--- config.mk ---
export PLATFORM = sky130hd
export DESIGN_NAME = relu_stream_unit
export DESIGN_NICKNAME = d
export VERILOG_FILES = /design/src/rtl/relu_stream_pkg.sv /design/src/rtl/relu_stream_elem.sv /design/src/rtl/relu_stream_unit.sv
export SDC_FILE = /design/constraint.sdc
export NUM_CORES = 2
export LEC_CHECK = 0
export CAP_MARGIN = 20
export CORE_AREA = 3 3 433 435
export DETAILED_ROUTE_END_ITERATION = 8
export DIE_AREA = 0 0 436 438
export DONT_BUFFER_PORTS = 1
export MAX_ROUTING_LAYER = met4
export SLEW_MARGIN = 20
export SYNTH_ARGS = -nofsm -noshare
export SYNTH_HDL_FRONTEND = slang
export SYNTH_SLANG_ARGS = --single-unit
--- constraint.sdc ---
create_clock -name clk -period 2.6 [get_ports clk]
set_clock_uncertainty 0.2 [all_clocks]
set_input_delay 0.78 -clock clk [delete_from_list [all_inputs] [get_ports clk]]
set_output_delay 0.78 -clock clk [all_outputs]
set_load 0.1 [all_outputs]
--- src/rtl/relu_stream_pkg.sv ---
// relu_stream_pkg: shared types and plane-major element helpers for the ReLU stream unit.
// Plane-major packing: bit b of element i lives at [b*elems + i].
package relu_stream_pkg;

    typedef enum logic [1:0] {
        ACT_RELU   = 2'd0,
        ACT_LEAKY  = 2'd1,
        ACT_CLAMP  = 2'd2,
        ACT_BYPASS = 2'd3
    } act_mode_e;

    // Helpers work on a fixed maximum-size container; callers zero-extend / truncate with casts.
    localparam int unsigned PLANE_MAX_DATA_W = 16;
    localparam int unsigned PLANE_MAX_ELEMS  = 256;
    localparam int unsigned PLANE_MAX_W      = PLANE_MAX_DATA_W * PLANE_MAX_ELEMS;
    localparam int unsigned PLANE_IDX_W      = $clog2(PLANE_MAX_W);
    localparam int unsigned PLANE_BIT_W      = $clog2(PLANE_MAX_DATA_W);

    typedef logic [PLANE_MAX_W-1:0]      plane_mat_t;
    typedef logic [PLANE_MAX_DATA_W-1:0] plane_elem_t;

    // Extract element idx from a plane-major matrix.
    function automatic plane_elem_t plane_get(input plane_mat_t m, input int unsigned data_w,
                                              input int unsigned elems, input int unsigned idx);
        plane_elem_t            r;
        logic [PLANE_IDX_W-1:0] pos;
        r = '0;
        for (int unsigned b = 0; b < PLANE_MAX_DATA_W; b++) begin
            if (b < data_w) begin
                pos = PLANE_IDX_W'(b * elems + idx);
                r[PLANE_BIT_W'(b)] = m[pos];
            end
        end
        return r;
    endfunction

    // Insert element idx into a plane-major matrix, returning the updated matrix.
    function automatic plane_mat_t plane_set(input plane_mat_t m, input plane_elem_t v,
                                             input int unsigned data_w, input int unsigned elems,
                                             input int unsigned idx);
        plane_mat_t             r;
        logic [PLANE_IDX_W-1:0] pos;
        r = m;
        for (int unsigned b = 0; b < PLANE_MAX_DATA_W; b++) begin
            if (b < data_w) begin
                pos = PLANE_IDX_W'(b * elems + idx);
                r[pos] = v[PLANE_BIT_W'(b)];
            end
        end
        return r;
    endfunction

endpackage

--- src/rtl/relu_stream_elem.sv ---
// relu_stream_elem: combinational single-element activation (ReLU / leaky / clamp / bypass).
module relu_stream_elem
    import relu_stream_pkg::*;
#(
    parameter int unsigned DATA_W     = 5,
    parameter int unsigned LEAK_SHIFT = 2,
    parameter int          CLAMP_MAX  = 7
) (
    input  logic [DATA_W-1:0] x,
    input  act_mode_e         mode,
    output logic [DATA_W-1:0] y,
    output logic              clipped
);

    localparam logic signed [DATA_W-1:0] CLAMP_V = DATA_W'(CLAMP_MAX);

    logic signed [DATA_W-1:0] xs;
    logic signed [DATA_W-1:0] leak_v;

    // Apply the selected activation; flag any element whose value changed.
    always_comb begin
        xs     = x;
        leak_v = xs >>> LEAK_SHIFT;
        y      = x;
        case (mode)
            ACT_RELU: begin
                if (xs[DATA_W-1]) y = '0;
            end
            ACT_LEAKY: begin
                if (xs[DATA_W-1]) y = leak_v;
            end
            ACT_CLAMP: begin
                if (xs[DATA_W-1])      y = '0;
                else if (xs > CLAMP_V) y = CLAMP_V;
            end
            default: y = x;
        endcase
        clipped = (y != x);
    end

endmodule

--- src/rtl/relu_stream_unit.sv ---
// relu_stream_unit: 2-stage valid/ready activation pipeline over a plane-major matrix beat.
// Optional build macro RELU_STREAM_STATS_EN adds stat_beats / stat_clips counters.
module relu_stream_unit
    import relu_stream_pkg::*;
#(
    parameter  int unsigned DATA_W     = 5,
    parameter  int unsigned ROW_LIMIT  = 10,
    parameter  int unsigned LEAK_SHIFT = 2,
    parameter  int          CLAMP_MAX  = 7,
    localparam int unsigned ELEMS      = ROW_LIMIT * ROW_LIMIT
) (
    input  logic                    clk,
    input  logic                    rst,
    input  logic                    in_valid,
    output logic                    in_ready,
    input  logic [1:0]              in_mode,
    input  logic [DATA_W*ELEMS-1:0] in_matrix,
    output logic                    out_valid,
    input  logic                    out_ready,
    output logic [DATA_W*ELEMS-1:0] out_matrix,
`ifdef RELU_STREAM_STATS_EN
    output logic [31:0]             stat_beats,
    output logic [31:0]             stat_clips,
`endif
    output logic [ELEMS-1:0]        out_clipped
);

    localparam int unsigned MAT_W = DATA_W * ELEMS;

    logic              s1_valid_q,   s1_valid_d;
    logic [MAT_W-1:0]  s1_matrix_q,  s1_matrix_d;
    act_mode_e         s1_mode_q,    s1_mode_d;
    logic              s2_valid_q,   s2_valid_d;
    logic [MAT_W-1:0]  s2_matrix_q,  s2_matrix_d;
    logic [ELEMS-1:0]  s2_clipped_q, s2_clipped_d;

    logic              s2_adv;
    logic              s1_adv;
    logic [DATA_W-1:0] elem_x [ELEMS];
    logic [DATA_W-1:0] elem_y [ELEMS];
    logic [ELEMS-1:0]  elem_clip;
    plane_mat_t        res_mat;

    // Unpack the S1 matrix into per-element operands.
    always_comb begin
        for (int unsigned i = 0; i < ELEMS; i++) begin
            elem_x[i] = DATA_W'(plane_get(PLANE_MAX_W'(s1_matrix_q), DATA_W, ELEMS, i));
        end
    end

    for (genvar gi = 0; gi < ELEMS; gi++) begin : g_elem
        relu_stream_elem #(
            .DATA_W    (DATA_W),
            .LEAK_SHIFT(LEAK_SHIFT),
            .CLAMP_MAX (CLAMP_MAX)
        ) u_elem (
            .x      (elem_x[gi]),
            .mode   (s1_mode_q),
            .y      (elem_y[gi]),
            .clipped(elem_clip[gi])
        );
    end

    // Repack per-element results into plane-major order.
    always_comb begin
        res_mat = '0;
        for (int unsigned i = 0; i < ELEMS; i++) begin
            res_mat = plane_set(res_mat, PLANE_MAX_DATA_W'(elem_y[i]), DATA_W, ELEMS, i);
        end
    end

    // Pipeline advance: S2 moves when empty or handshaking, S1 when empty or moving into S2.
    always_comb begin
        s2_adv       = !s2_valid_q || out_ready;
        s1_adv       = !s1_valid_q || s2_adv;
        in_ready     = s1_adv;

        s1_valid_d   = s1_valid_q;
        s1_matrix_d  = s1_matrix_q;
        s1_mode_d    = s1_mode_q;
        s2_valid_d   = s2_valid_q;
        s2_matrix_d  = s2_matrix_q;
        s2_clipped_d = s2_clipped_q;

        if (s1_adv) begin
            s1_valid_d = in_valid;
            if (in_valid) begin
                s1_matrix_d = in_matrix;
                s1_mode_d   = act_mode_e'(in_mode);
            end
        end

        if (s2_adv) begin
            s2_valid_d = s1_valid_q;
            if (s1_valid_q) begin
                s2_matrix_d  = MAT_W'(res_mat);
                s2_clipped_d = elem_clip;
            end
        end
    end

    // Stage registers with synchronous reset.
    always_ff @(posedge clk) begin
        if (rst) begin
            s1_valid_q   <= 1'b0;
            s1_matrix_q  <= '0;
            s1_mode_q    <= ACT_RELU;
            s2_valid_q   <= 1'b0;
            s2_matrix_q  <= '0;
            s2_clipped_q <= '0;
        end else begin
            s1_valid_q   <= s1_valid_d;
            s1_matrix_q  <= s1_matrix_d;
            s1_mode_q    <= s1_mode_d;
            s2_valid_q   <= s2_valid_d;
            s2_matrix_q  <= s2_matrix_d;
            s2_clipped_q <= s2_clipped_d;
        end
    end

    assign out_valid   = s2_valid_q;
    assign out_matrix  = s2_matrix_q;
    assign out_clipped = s2_clipped_q;

`ifdef RELU_STREAM_STATS_EN
    logic [31:0] stat_beats_q, stat_beats_d;
    logic [31:0] stat_clips_q, stat_clips_d;
    logic [32:0] clips_sum;

    // Saturating beat and clip counters, updated on each output handshake.
    always_comb begin
        stat_beats_d = stat_beats_q;
        stat_clips_d = stat_clips_q;
        clips_sum    = {1'b0, stat_clips_q} + 33'($countones(s2_clipped_q));
        if (s2_valid_q && out_ready) begin
            if (stat_beats_q != '1) stat_beats_d = stat_beats_q + 32'd1;
            stat_clips_d = clips_sum[32] ? '1 : clips_sum[31:0];
        end
    end

    // Counter registers with synchronous reset.
    always_ff @(posedge clk) begin
        if (rst) begin
            stat_beats_q <= '0;
            stat_clips_q <= '0;
        end else begin
            stat_beats_q <= stat_beats_d;
            stat_clips_q <= stat_clips_d;
        end
    end

    assign stat_beats = stat_beats_q;
    assign stat_clips = stat_clips_q;
`endif

endmodule

==> out/qor.csv <==
stage,metric,value,unit
run_status,status,completed,
global_routing,grt_overflow,0,
floorplan,num_io_pins,1108,
cells_and_area,drive_gt1_share,13.3,%
sta,finalMaxSlewViolations,0,
cells_and_area,area_growth,34.9,%
place,dpl.cell_count,9343,
synthesis,synth_top_area_share,43.0,%
clocking,htree_levels,4,
setup_path,crit_fanout,88,
floorplan,die-height,438,um
sta,final-hold-violation-count,0,
route,ant_nets,0,
route,drt-total-wl,243,mm
synthesis,synth_flop_cell,dfxtp_1,
route,vias,55500,
clocking,tritoncts,built,
route,avgRoutedWirePerCell,23.7,um
power_and_ir_drop,ir_worst_vdd,0.511,mV
clocking,insertion_delay,800,ps
min_path,min_path_type,in2reg,
clocking,path_clk_slew,60,ps
place,dp_slack,-35.8,ps
route,drt_iter0_markers,5324,
route,firstDrtPassIters,6,
floorplan,die-area,0.191,mm^2
cells_and_area,fin_nets,8167,
sta,fmax,391,MHz
cells_and_area,final_common_cell,nand2_1,
clocking,cts_sinks,1104,
floorplan,rows,157,
power_and_ir_drop,power_density,690,mW/mm^2
route,drc,0,
sta,rsz0062_at_grt,true,
cells_and_area,most-common-layout-cells,"nand2_1 (1571), a21oi_1 (1112), dfxtp_1 (1100), buf_4 (727), dlygate4sd3_1 (628)",
sta,worst_slack,41.4,ps
sta,finalSetupViolCount,0,
global_routing,grt_first_pass_wirelength,345,mm
place,hpwl,170,mm
global_routing,grt_max_degree,781,
synthesis,synthTopCellsByArea,"dfxtp_1 (43%), nand2_1 (11%), a21oi_1 (11%), clkbuf_1 (3.6%), a2bb2oi_1 (3.5%)",
synthesis,syn_nets,7345,
route,vias_per_cell,5.41,
setup_path,crit_required,3110,ps
setup_path,cp-end-kind,register,
sta,max_slew_margin,26.7,%
clocking,cts_made_buffers,132,
sta,post-route-period-util,98.4,%
cells_and_area,final_core_util,37.8,%
synthesis,syn_area_per_cell,7.52,um^2
synthesis,synthDistinctLibCells,56,
global_routing,track_usage,24.3,%
global_routing,grt_pass1_vias,50500,
global_routing,antenna_found_initial,39,
synthesis,ys_warn_count,0,
synthesis,yosysTopAreaCell,dfxtp_1,
job,cap_violations,0,
setup_path,start_kind,register,
sta,period_needed,2560,ps
clocking,cts_root_buf,clkbuf_16,
synthesis,synth_seq_cells,1104,
place,place_area,0.0584,mm^2
setup_path,critPathArrivalTime,3070,ps
power_and_ir_drop,power,47.9,mW
floorplan,start_util,28.0,%
place,port_buffers,0,
synthesis,syn-instance-count,6839,
cells_and_area,finalNonFillerCells,10300,
sta,tightest_slew,1100,ps
clocking,cts_buffer_depth,3,
synthesis,async_reset_ff_share,0,%
synthesis,synth_area,0.0514,mm^2
place,gp_congestion,0.987,
synthesis,ys_seq_area_share,43.0,%
cells_and_area,stdcell_area,0.0694,mm^2
floorplan,die_width,436,um
floorplan,floorplan.core_area,0.183,mm^2
setup_path,path_class,reg2reg,
synthesis,synth_edf_count,0,
power_and_ir_drop,p_leak,27.3,nW
-- sequential cells by signal (all words and copies together), names as in the netlist --
name         count
out_clipped    100
out_matrix     500
out_valid        1
s1_matrix_q    500
s1_mode_q        2
s1_valid_q       1
-- through the flow --
| stage | hold slack [ps] | TNS [ps] |
|---|---|---|
| after global routing | 17.6 | -148 |
| after CTS | 3.51 | -43.2 |
| after floorplan | 240 | -174120 |
| after global placement | 238 | -90.1 |
| after detailed placement | 247 | -35.8 |
| final | 60.4 | 0 |
-- path summary, 6_finish.rpt --
| path | startpoint | to | slack [ps] | cells past startpoint |
|---|---|---|---|---|
| hold / removal | in_matrix[181] | s1_matrix_q[181] | 60 | 2 |
| hold reg to reg | out_matrix[424] | out_matrix[424] | 260 | 2 |
| setup reg to reg | s1_mode_q[0] | out_matrix[412] | 40 | 5 |
| setup / recovery | s1_mode_q[0] | out_matrix[412] | 40 | 5 |
-- layer usage --
layer | GRT usage (%) | wire length [um] | share of wire [%] | vias up
met4 | 13.2 | 15300 | 6.3 | 0
met3 | 5.95 | 21300 | 8.8 | 649
li1 | - | - | - | 25600
met5 | - | 0 | 0 | -
met2 | 37.0 | 109000 | 45 | 2702
met1 | 29.5 | 97200 | 40 | 26500
-- report_power, final --
part	switching, mW	internal [mW]	total [mW]
combinational	7.54	3.03	10.6
clock	7.79	10.5	18.3
sequential	1.14	17.9	19.0
-- layout make-up --
| cell class | count | area, um^2 |
|---|---|---|
| antenna | 34 | 85.1 |
| inverter | 34 | 138 |
| multi-input combinational | 4939 | 26100 |
| clock buffer | 192 | 3770 |
| sequential | 1104 | 22100 |
| clock inverter | 33 | 372 |
| tap | 2464 | 3080 |
| timing repair buffer | 1450 | 13700 |
| fill | 18800 | 114000 |
-- logic make-up after synthesis --
kind of cell              share of synthesized area, %
AOI/OAI and AO/OA                                 30.9
xor gates and xnor gates                         0.204
buffers and inverters                             6.45
DFF                                               43.0
muxes                                           0.0195
and+or+nand+nor                                   19.4
-- cell usage after synthesis, types with 6 or more instances --
library cell  count
nand2_1        1573
a21oi_1        1114
dfxtp_1        1104
clkbuf_1        497
o21ai_0         320
nor2_1          266
o21ai_1         261
a211oi_1        206
a2bb2oi_1       203
buf_2           172
nor2b_1         151
a31oi_1         114
nand3_1         100
o211a_1          99
o211ai_1         98
nand2b_1         74
or3b_1           71
buf_1            63
a311oi_1         55
a21o_1           36
a41o_1           34
inv_1            33
buf_4            30
nor3_1           20
or3_1            16
xnor2_1          12
a2111oi_0        11
and3_1           10
a41oi_1           8
nand3b_1          8
nor4_1            8
and3b_1           7
o31a_1            7
a221oi_1          6
o22ai_1           6
-- critical path: stages, from the launching register on --
cell and delay, ps:
dfxtp_4 500, buf_16 340, buf_6 360, nand3_1 190, a21oi_1 190, dlygate4sd3_1 570
-- what timing repair did --
item	in CTS	in global routing
hold buffers	628	1
hold endpoints to repair	593	26
cloned	0	6
resized for setup	5	19
setup endpoints to repair	2	54
pin swaps	1	4
buffers inserted	2	7
No activity file was read; power rests on OpenSTA's default activity.
